==> src/rtl/alu_operand_stage_if.sv <==
// Handshake, writeback and decoded-operand bundle between the fetch side and
// the operand stage.
interface alu_operand_stage_if;
  logic        in_valid;
  logic        in_ready;
  logic [31:0] instr;
  logic        wb_en;
  logic [4:0]  wb_rd;
  logic [31:0] wb_data;
  logic        out_valid;
  logic        out_ready;
  logic [5:0]  out_op;
  logic [31:0] out_rv1;
  logic [31:0] out_rv2;
  logic [4:0]  out_rd;
  logic        out_we;
  logic        out_illegal;

  modport master (
    output in_valid, instr, wb_en, wb_rd, wb_data, out_ready,
    input  in_ready, out_valid, out_op, out_rv1, out_rv2, out_rd, out_we, out_illegal
  );

  modport slave (
    input  in_valid, instr, wb_en, wb_rd, wb_data, out_ready,
    output in_ready, out_valid, out_op, out_rv1, out_rv2, out_rd, out_we, out_illegal
  );
endinterface

==> src/rtl/alu_operand_stage.sv <==
// RV32I OP/OP-IMM decode, 32x32 register file and one-entry valid/ready slot
// that presents ALU op code and operands to the execute stage.
module alu_operand_stage #(
  parameter int unsigned RESET_PC_UNUSED = 0,
  parameter bit          BYPASS          = 1'b1
) (
  input logic               clk,
  input logic               reset,
  alu_operand_stage_if.slave bus
);

  if (RESET_PC_UNUSED != 0) begin : g_bad_param
    $error("RESET_PC_UNUSED must be 0");
  end

  typedef enum logic [5:0] {
    ALU_ADDI  = 6'h00, ALU_SLTI = 6'h01, ALU_SLTIU = 6'h02, ALU_XORI = 6'h03,
    ALU_ORI   = 6'h04, ALU_ANDI = 6'h05, ALU_SLLI  = 6'h06, ALU_SRLI = 6'h07,
    ALU_SRAI  = 6'h08, ALU_ADD  = 6'h09, ALU_SUB   = 6'h0A, ALU_SLL  = 6'h0B,
    ALU_SLT   = 6'h0C, ALU_SLTU = 6'h0D, ALU_XOR   = 6'h0E, ALU_SRL  = 6'h0F,
    ALU_SRA   = 6'h10, ALU_OR   = 6'h11, ALU_AND   = 6'h12, ALU_ILL  = 6'h3F
  } alu_op_e;

  localparam logic [6:0] OPC_OPIMM = 7'b0010011;
  localparam logic [6:0] OPC_OP    = 7'b0110011;
  localparam logic [6:0] F7_ZERO   = 7'b0000000;
  localparam logic [6:0] F7_ALT    = 7'b0100000;

  logic [31:0] regs [32];
  logic [6:0]  opcode, f7;
  logic [2:0]  f3;
  logic [4:0]  rs1, rs2, rd;
  logic [31:0] rs1_val, rs2_val;
  logic [31:0] dec_rv1, dec_rv2;
  logic        dec_legal;
  alu_op_e     dec_op;

  assign opcode = bus.instr[6:0];
  assign rd     = bus.instr[11:7];
  assign f3     = bus.instr[14:12];
  assign rs1    = bus.instr[19:15];
  assign rs2    = bus.instr[24:20];
  assign f7     = bus.instr[31:25];

  assign bus.in_ready = !bus.out_valid || bus.out_ready;

  // Same-cycle writeback is forwarded so the captured operand sees the new value.
  always_comb begin
    rs1_val = '0;
    if (rs1 != 5'd0) begin
      if (BYPASS && bus.wb_en && bus.wb_rd == rs1) rs1_val = bus.wb_data;
      else                                         rs1_val = regs[rs1];
    end
  end

  always_comb begin
    rs2_val = '0;
    if (rs2 != 5'd0) begin
      if (BYPASS && bus.wb_en && bus.wb_rd == rs2) rs2_val = bus.wb_data;
      else                                         rs2_val = regs[rs2];
    end
  end

  always_comb begin
    dec_legal = 1'b0;
    dec_op    = ALU_ILL;
    dec_rv1   = '0;
    dec_rv2   = '0;
    case (opcode)
      OPC_OPIMM: begin
        dec_legal = 1'b1;
        dec_rv2   = {{20{bus.instr[31]}}, bus.instr[31:20]};
        case (f3)
          3'b000: dec_op = ALU_ADDI;
          3'b010: dec_op = ALU_SLTI;
          3'b011: dec_op = ALU_SLTIU;
          3'b100: dec_op = ALU_XORI;
          3'b110: dec_op = ALU_ORI;
          3'b001: begin
            dec_op    = ALU_SLLI;
            dec_rv2   = {27'b0, rs2};
            dec_legal = (f7 == F7_ZERO);
          end
          3'b101: begin
            dec_rv2 = {27'b0, rs2};
            if (f7 == F7_ZERO)     dec_op = ALU_SRLI;
            else if (f7 == F7_ALT) dec_op = ALU_SRAI;
            else                   dec_legal = 1'b0;
          end
          default: dec_op = ALU_ANDI;
        endcase
      end
      OPC_OP: begin
        dec_legal = 1'b1;
        dec_rv2   = rs2_val;
        case ({f7, f3})
          {F7_ZERO, 3'b000}: dec_op = ALU_ADD;
          {F7_ALT,  3'b000}: dec_op = ALU_SUB;
          {F7_ZERO, 3'b001}: dec_op = ALU_SLL;
          {F7_ZERO, 3'b010}: dec_op = ALU_SLT;
          {F7_ZERO, 3'b011}: dec_op = ALU_SLTU;
          {F7_ZERO, 3'b100}: dec_op = ALU_XOR;
          {F7_ZERO, 3'b101}: dec_op = ALU_SRL;
          {F7_ALT,  3'b101}: dec_op = ALU_SRA;
          {F7_ZERO, 3'b110}: dec_op = ALU_OR;
          {F7_ZERO, 3'b111}: dec_op = ALU_AND;
          default:           dec_legal = 1'b0;
        endcase
      end
      default: dec_legal = 1'b0;
    endcase
    // Illegal encodings present a zero-operand 3F op regardless of partial decode.
    if (dec_legal) begin
      dec_rv1 = rs1_val;
    end else begin
      dec_op  = ALU_ILL;
      dec_rv2 = '0;
    end
  end

  always_ff @(posedge clk) begin
    if (reset) begin
      bus.out_valid   <= 1'b0;
      bus.out_op      <= '0;
      bus.out_rv1     <= '0;
      bus.out_rv2     <= '0;
      bus.out_rd      <= '0;
      bus.out_we      <= 1'b0;
      bus.out_illegal <= 1'b0;
      for (int unsigned i = 0; i < 32; i++) regs[i] <= '0;
    end else begin
      if (bus.wb_en && bus.wb_rd != 5'd0) regs[bus.wb_rd] <= bus.wb_data;
      if (bus.in_valid && bus.in_ready) begin
        bus.out_valid   <= 1'b1;
        bus.out_op      <= dec_op;
        bus.out_rv1     <= dec_rv1;
        bus.out_rv2     <= dec_rv2;
        bus.out_rd      <= rd;
        bus.out_we      <= dec_legal && (rd != 5'd0);
        bus.out_illegal <= !dec_legal;
      end else if (bus.out_ready && bus.out_valid) begin
        bus.out_valid <= 1'b0;
      end
    end
  end

endmodule

==> src/flat_wrapper.sv <==
// flat-port wrapper written by rule: the top's interface ports become plain ports
module alu_operand_stage_flat 
#(
  parameter int unsigned RESET_PC_UNUSED = 0,
  parameter bit          BYPASS          = 1'b1
)
  (clk, reset, bus_in_valid, bus_instr, bus_wb_en, bus_wb_rd, bus_wb_data, bus_out_ready, bus_in_ready, bus_out_valid, bus_out_op, bus_out_rv1, bus_out_rv2, bus_out_rd, bus_out_we, bus_out_illegal);
  alu_operand_stage_if bus_i ();
  input logic clk;
  input logic reset;
  input wire logic [$bits(bus_i.in_valid)-1:0] bus_in_valid;
  input wire logic [$bits(bus_i.instr)-1:0] bus_instr;
  input wire logic [$bits(bus_i.wb_en)-1:0] bus_wb_en;
  input wire logic [$bits(bus_i.wb_rd)-1:0] bus_wb_rd;
  input wire logic [$bits(bus_i.wb_data)-1:0] bus_wb_data;
  input wire logic [$bits(bus_i.out_ready)-1:0] bus_out_ready;
  output wire logic [$bits(bus_i.in_ready)-1:0] bus_in_ready;
  output wire logic [$bits(bus_i.out_valid)-1:0] bus_out_valid;
  output wire logic [$bits(bus_i.out_op)-1:0] bus_out_op;
  output wire logic [$bits(bus_i.out_rv1)-1:0] bus_out_rv1;
  output wire logic [$bits(bus_i.out_rv2)-1:0] bus_out_rv2;
  output wire logic [$bits(bus_i.out_rd)-1:0] bus_out_rd;
  output wire logic [$bits(bus_i.out_we)-1:0] bus_out_we;
  output wire logic [$bits(bus_i.out_illegal)-1:0] bus_out_illegal;
  assign bus_i.in_valid = bus_in_valid;
  assign bus_i.instr = bus_instr;
  assign bus_i.wb_en = bus_wb_en;
  assign bus_i.wb_rd = bus_wb_rd;
  assign bus_i.wb_data = bus_wb_data;
  assign bus_i.out_ready = bus_out_ready;
  assign bus_in_ready = bus_i.in_ready;
  assign bus_out_valid = bus_i.out_valid;
  assign bus_out_op = bus_i.out_op;
  assign bus_out_rv1 = bus_i.out_rv1;
  assign bus_out_rv2 = bus_i.out_rv2;
  assign bus_out_rd = bus_i.out_rd;
  assign bus_out_we = bus_i.out_we;
  assign bus_out_illegal = bus_i.out_illegal;
  alu_operand_stage #(.RESET_PC_UNUSED(RESET_PC_UNUSED), .BYPASS(BYPASS)) u_core (.clk(clk), .reset(reset), .bus(bus_i));
endmodule
==> config.mk <==
export PLATFORM = sky130hd
export DESIGN_NAME = alu_operand_stage_flat
export DESIGN_NICKNAME = d
export VERILOG_FILES = /design/src/rtl/alu_operand_stage_if.sv /design/src/rtl/alu_operand_stage.sv /design/src/flat_wrapper.sv
export SDC_FILE = /design/constraint.sdc
export NUM_CORES = 2
export LEC_CHECK = 0
export ABC_AREA = 0
export BUFFER_PORTS_ARGS = -buffer_cell sky130_fd_sc_hd__buf_2
export CAP_MARGIN = 20
export CORE_UTILIZATION = 42
export DETAILED_ROUTE_END_ITERATION = 7
export GPL_TIMING_DRIVEN = 0
export PLACE_DENSITY = 0.57
export SYNTH_ARGS = -nofsm -noshare
export SYNTH_HDL_FRONTEND = slang
export SYNTH_SLANG_ARGS = --single-unit
==> constraint.sdc <==
create_clock -name clk -period 13.3 [get_ports clk]
set_clock_uncertainty 0.1 [all_clocks]
set_input_delay 2.66 -clock clk [delete_from_list [all_inputs] [get_ports clk]]
set_output_delay 2.66 -clock clk [all_outputs]
set_load 0.05 [all_outputs]
==> flow_summary.ini <==
[critical_path]
r2r_start = u_core.bus.out_valid$_SDFFE_PP0P_
worstSetupStartpointType = input port
reg2regPathDepth = 8
worstSetupPathType = input port to flop
required_ns = 13.67
worstReg2RegEnd = u_core.bus.out_rv2[8]$_SDFFE_PP0P_
endpoint_kind = flop
critPathMaxFanout = 10
ff2ff_setup_slack_ns = 9.84
worstPathArrival_ns = 6.59

[pwr]
vdd_drop_max_mv = 0.110
netSwitchingFraction_pct = 27.8
clkPwrFrac_pct = 39.7
internal_power_mw = 6.40
leakage_nw = 22.8
powerDensity_nw_per_um2 = 131
power_frac_comb_pct = 14.3
p_seq_share_pct = 46.0
switchingPower_mw = 2.46

[yosys]
synthesis.area_sq_um = 57400
yosys_register_bits = 1102
synth_top_area_share_pct = 53.6
synth_edf_count = 1024
synthCells = 3922
synth.avg_cell_area_sq_um = 14.6
yosysSeqAreaShare_pct = 56.3
synth.area.top_cells = edfxtp_1 (54%), mux4_2 (21%), and2_1 (7.1%)
async_reset_ff_share_pct = 0
synth_ff_type = edfxtp_1
yosysTopAreaCell = edfxtp_1
synth_warnings = 0
synthDistinctLibCells = 60

[timing]
slew_headroom_pct = 7.26
final.setup.worst_slack_ns = 7.08
fin_hold_ws_ns = 0.359
min_period_ns = 6.22
setup_violations = 0
tightest_slew_ns = 1.39
fmax_mhz = 161
rsz0062_at_grt = false
finalSetupTns_ns = 0
slew_violations = 0
min_period_over_period_pct = 46.8
final_hold_viol_count = 0

[floorplan]
core_area_sq_um = 135000
die_h_um = 372
initial_core_util_pct = 42.4
rows = 135
dieArea_sq_um = 138000
die-width_um = 372
ios = 153

[finish]
n_fill_cell = 11600
num-nets-final = 4428
final_common_cell = edfxtp_1
area_growth_pct = 17.8
final_cells = 6253
final_cell_mix = edfxtp_1 (1024), and2_1 (655), mux4_2 (525)
drive_above_1_share_pct = 25.5
post-route-util_pct = 49.9

[route]
wl_per_cell_um = 45.2
dr.pass1.iters = 7
drc = 0
ant_nets = 0
vias = 44600
wirelength_um = 283000
viasPerCell = 7.14
drtIter0Drc = 8505

[placement]
gp_congestion = 1.02
dp_hpwl_um = 206000
place_inst = 6001
io_buffers = 141
post-place-ws_ns = 6.70

[cts]
path_clk_slew_ns = 0.06
clk_latency_ns = 0.79
cts_root_buf = clkbuf_16
clockBufferDepth = 3
cts_tree = yes
cts_sinks = 1102
cts_resized = 0
cts_buffers = 121
cts_hold_buf = 0
postCtsSetupBuffers = 0
htree_levels = 3

[hold_path]
hp-class = flop to flop
min_to = u_core.bus.out_rd[1]$_SDFFE_PP0P_
hold_start = u_core.bus.out_rd[1]$_SDFFE_PP0P_
whs_path_depth = 2

[global_routing]
grt_overflow_total = 0
grt_usage_pct = 40.5
grt_first_pass_wirelength_um = 368000
grt_pass1_vias = 42000
grt_antenna_before_repair = 29
grt_start_max_net_pins = 20

[flow_run]
cap_violations = 0

[outcome]
status = completed
## synth_stat cells, types with 2 or more instances
library cell  instances
a211oi_1              2
a211oi_2              2
a21oi_1              45
a22oi_1             120
a31oi_1               3
a32o_1               14
a32oi_1               4
and2_1              655
and3_1                3
buf_1                36
buf_2                69
buf_4                 6
buf_6                 4
clkbuf_1            344
dfxtp_1              78
edfxtp_1           1024
inv_1                15
mux2i_1             156
mux4_2              525
nand2_1             121
nand2b_1              4
nand3_1              33
nand3b_1              7
nand4_1              14
nor2_1               54
nor2b_1               9
nor3_1              345
nor3_4                2
nor4_1                3
o211ai_1              3
o21a_1                2
o21ai_0              95
o21ai_1              22
o221ai_1              9
o22ai_1              29
o31ai_1              19
o31ai_2               9
or2_2                 2
or3b_2                2
or4_1                 3
xnor2_1               4
xor2_1                8
## routing by layer
metal / GRT usage (%) / share of wire (%) / vias up
met5: 0.559 / 0.21 / -
met4: 24.1 / 7.4 / 28
met3: 19.1 / 16 / 1176
met2: 57.5 / 42 / 4618
met1: 50.1 / 34 / 22600
li1: - / - / 16200
## critical path, cell delays in order
cell,delay [ns]
clkbuf_1,0.59
nor2b_1,0.21
nand3b_1,0.41
clkbuf_1,0.74
clkbuf_1,0.92
clkbuf_1,0.86
nor3_1,0.15
## state kept, by name (all words and copies together) (netlist names)
| name | flops |
|---|---|
| u_core.bus.out_illegal | 1 |
| u_core.bus.out_rd | 5 |
| u_core.regs | 1024 |
| u_core.bus.out_valid | 1 |
| u_core.bus.out_rv1 | 32 |
| u_core.bus.out_we | 1 |
| u_core.bus.out_op | 6 |
| u_core.bus.out_rv2 | 32 |
## final cells by class
type	instances	area, sq um	area share (%)
Antenna cell	12	30.0	0.0444
Buffer	459	1880	2.78
Clock buffer	152	3240	4.79
Clock inverter	77	764	1.13
Inverter	15	56.3	0.0833
Multi-Input combinational cell	2377	23600	35.0
Sequential cell	1102	32300	47.8
Tap cell	1781	2230	3.30
Timing Repair Buffer	278	3450	5.10
## power groups by stage
stage          Combinational [mW]  Clock [mW]  Sequential [mW]
3_5_place_dp                 1.18           0             4.14
5_1_grt                      1.24        3.60             4.08
2_1_floorplan               0.605           0             4.11
6_report                     1.26        3.52             4.07
3_3_place_gp                 1.08           0             4.17
4_1_cts                      1.18        3.49             4.06
## kinds of logic after synthesis
family	synth area share, %
other	0.00654
flip-flops	56.3
AND/OR/NAND/NOR	12.3
XOR/XNOR	0.183
AO/OA/AOI/OAI	4.47
multiplexers	23.3
buffers and inverters	3.34
## per-stage QoR
stage | power [mW] | instance area (sq um)
floorplan | 4.71 | 57500
global placement | 5.25 | 60400
detailed placement | 5.32 | 63400
CTS | 8.74 | 67400
global route | 8.92 | 67600
finish | 8.85 | 67600
## worst max-delay path by stage
stage                             start                                end  slack, ns  cells past startpoint
after CTS                 bus_out_ready                       bus_in_ready       7.38                      3
after global routing              reset  u_core.regs[22][28]$_SDFFCE_PN0P_       7.26                      7
final                             reset  u_core.regs[22][28]$_SDFFCE_PN0P_       7.08                      7
after detailed placement          reset  u_core.regs[22][28]$_SDFFCE_PN0P_       6.70                      7
after floorplan                   reset    u_core.regs[9][0]$_SDFFCE_PN0P_       6.71                      6
after global placement            reset  u_core.regs[21][30]$_SDFFCE_PN0P_       0.97                      6
No activity file was read; power rests on OpenSTA's default activity.
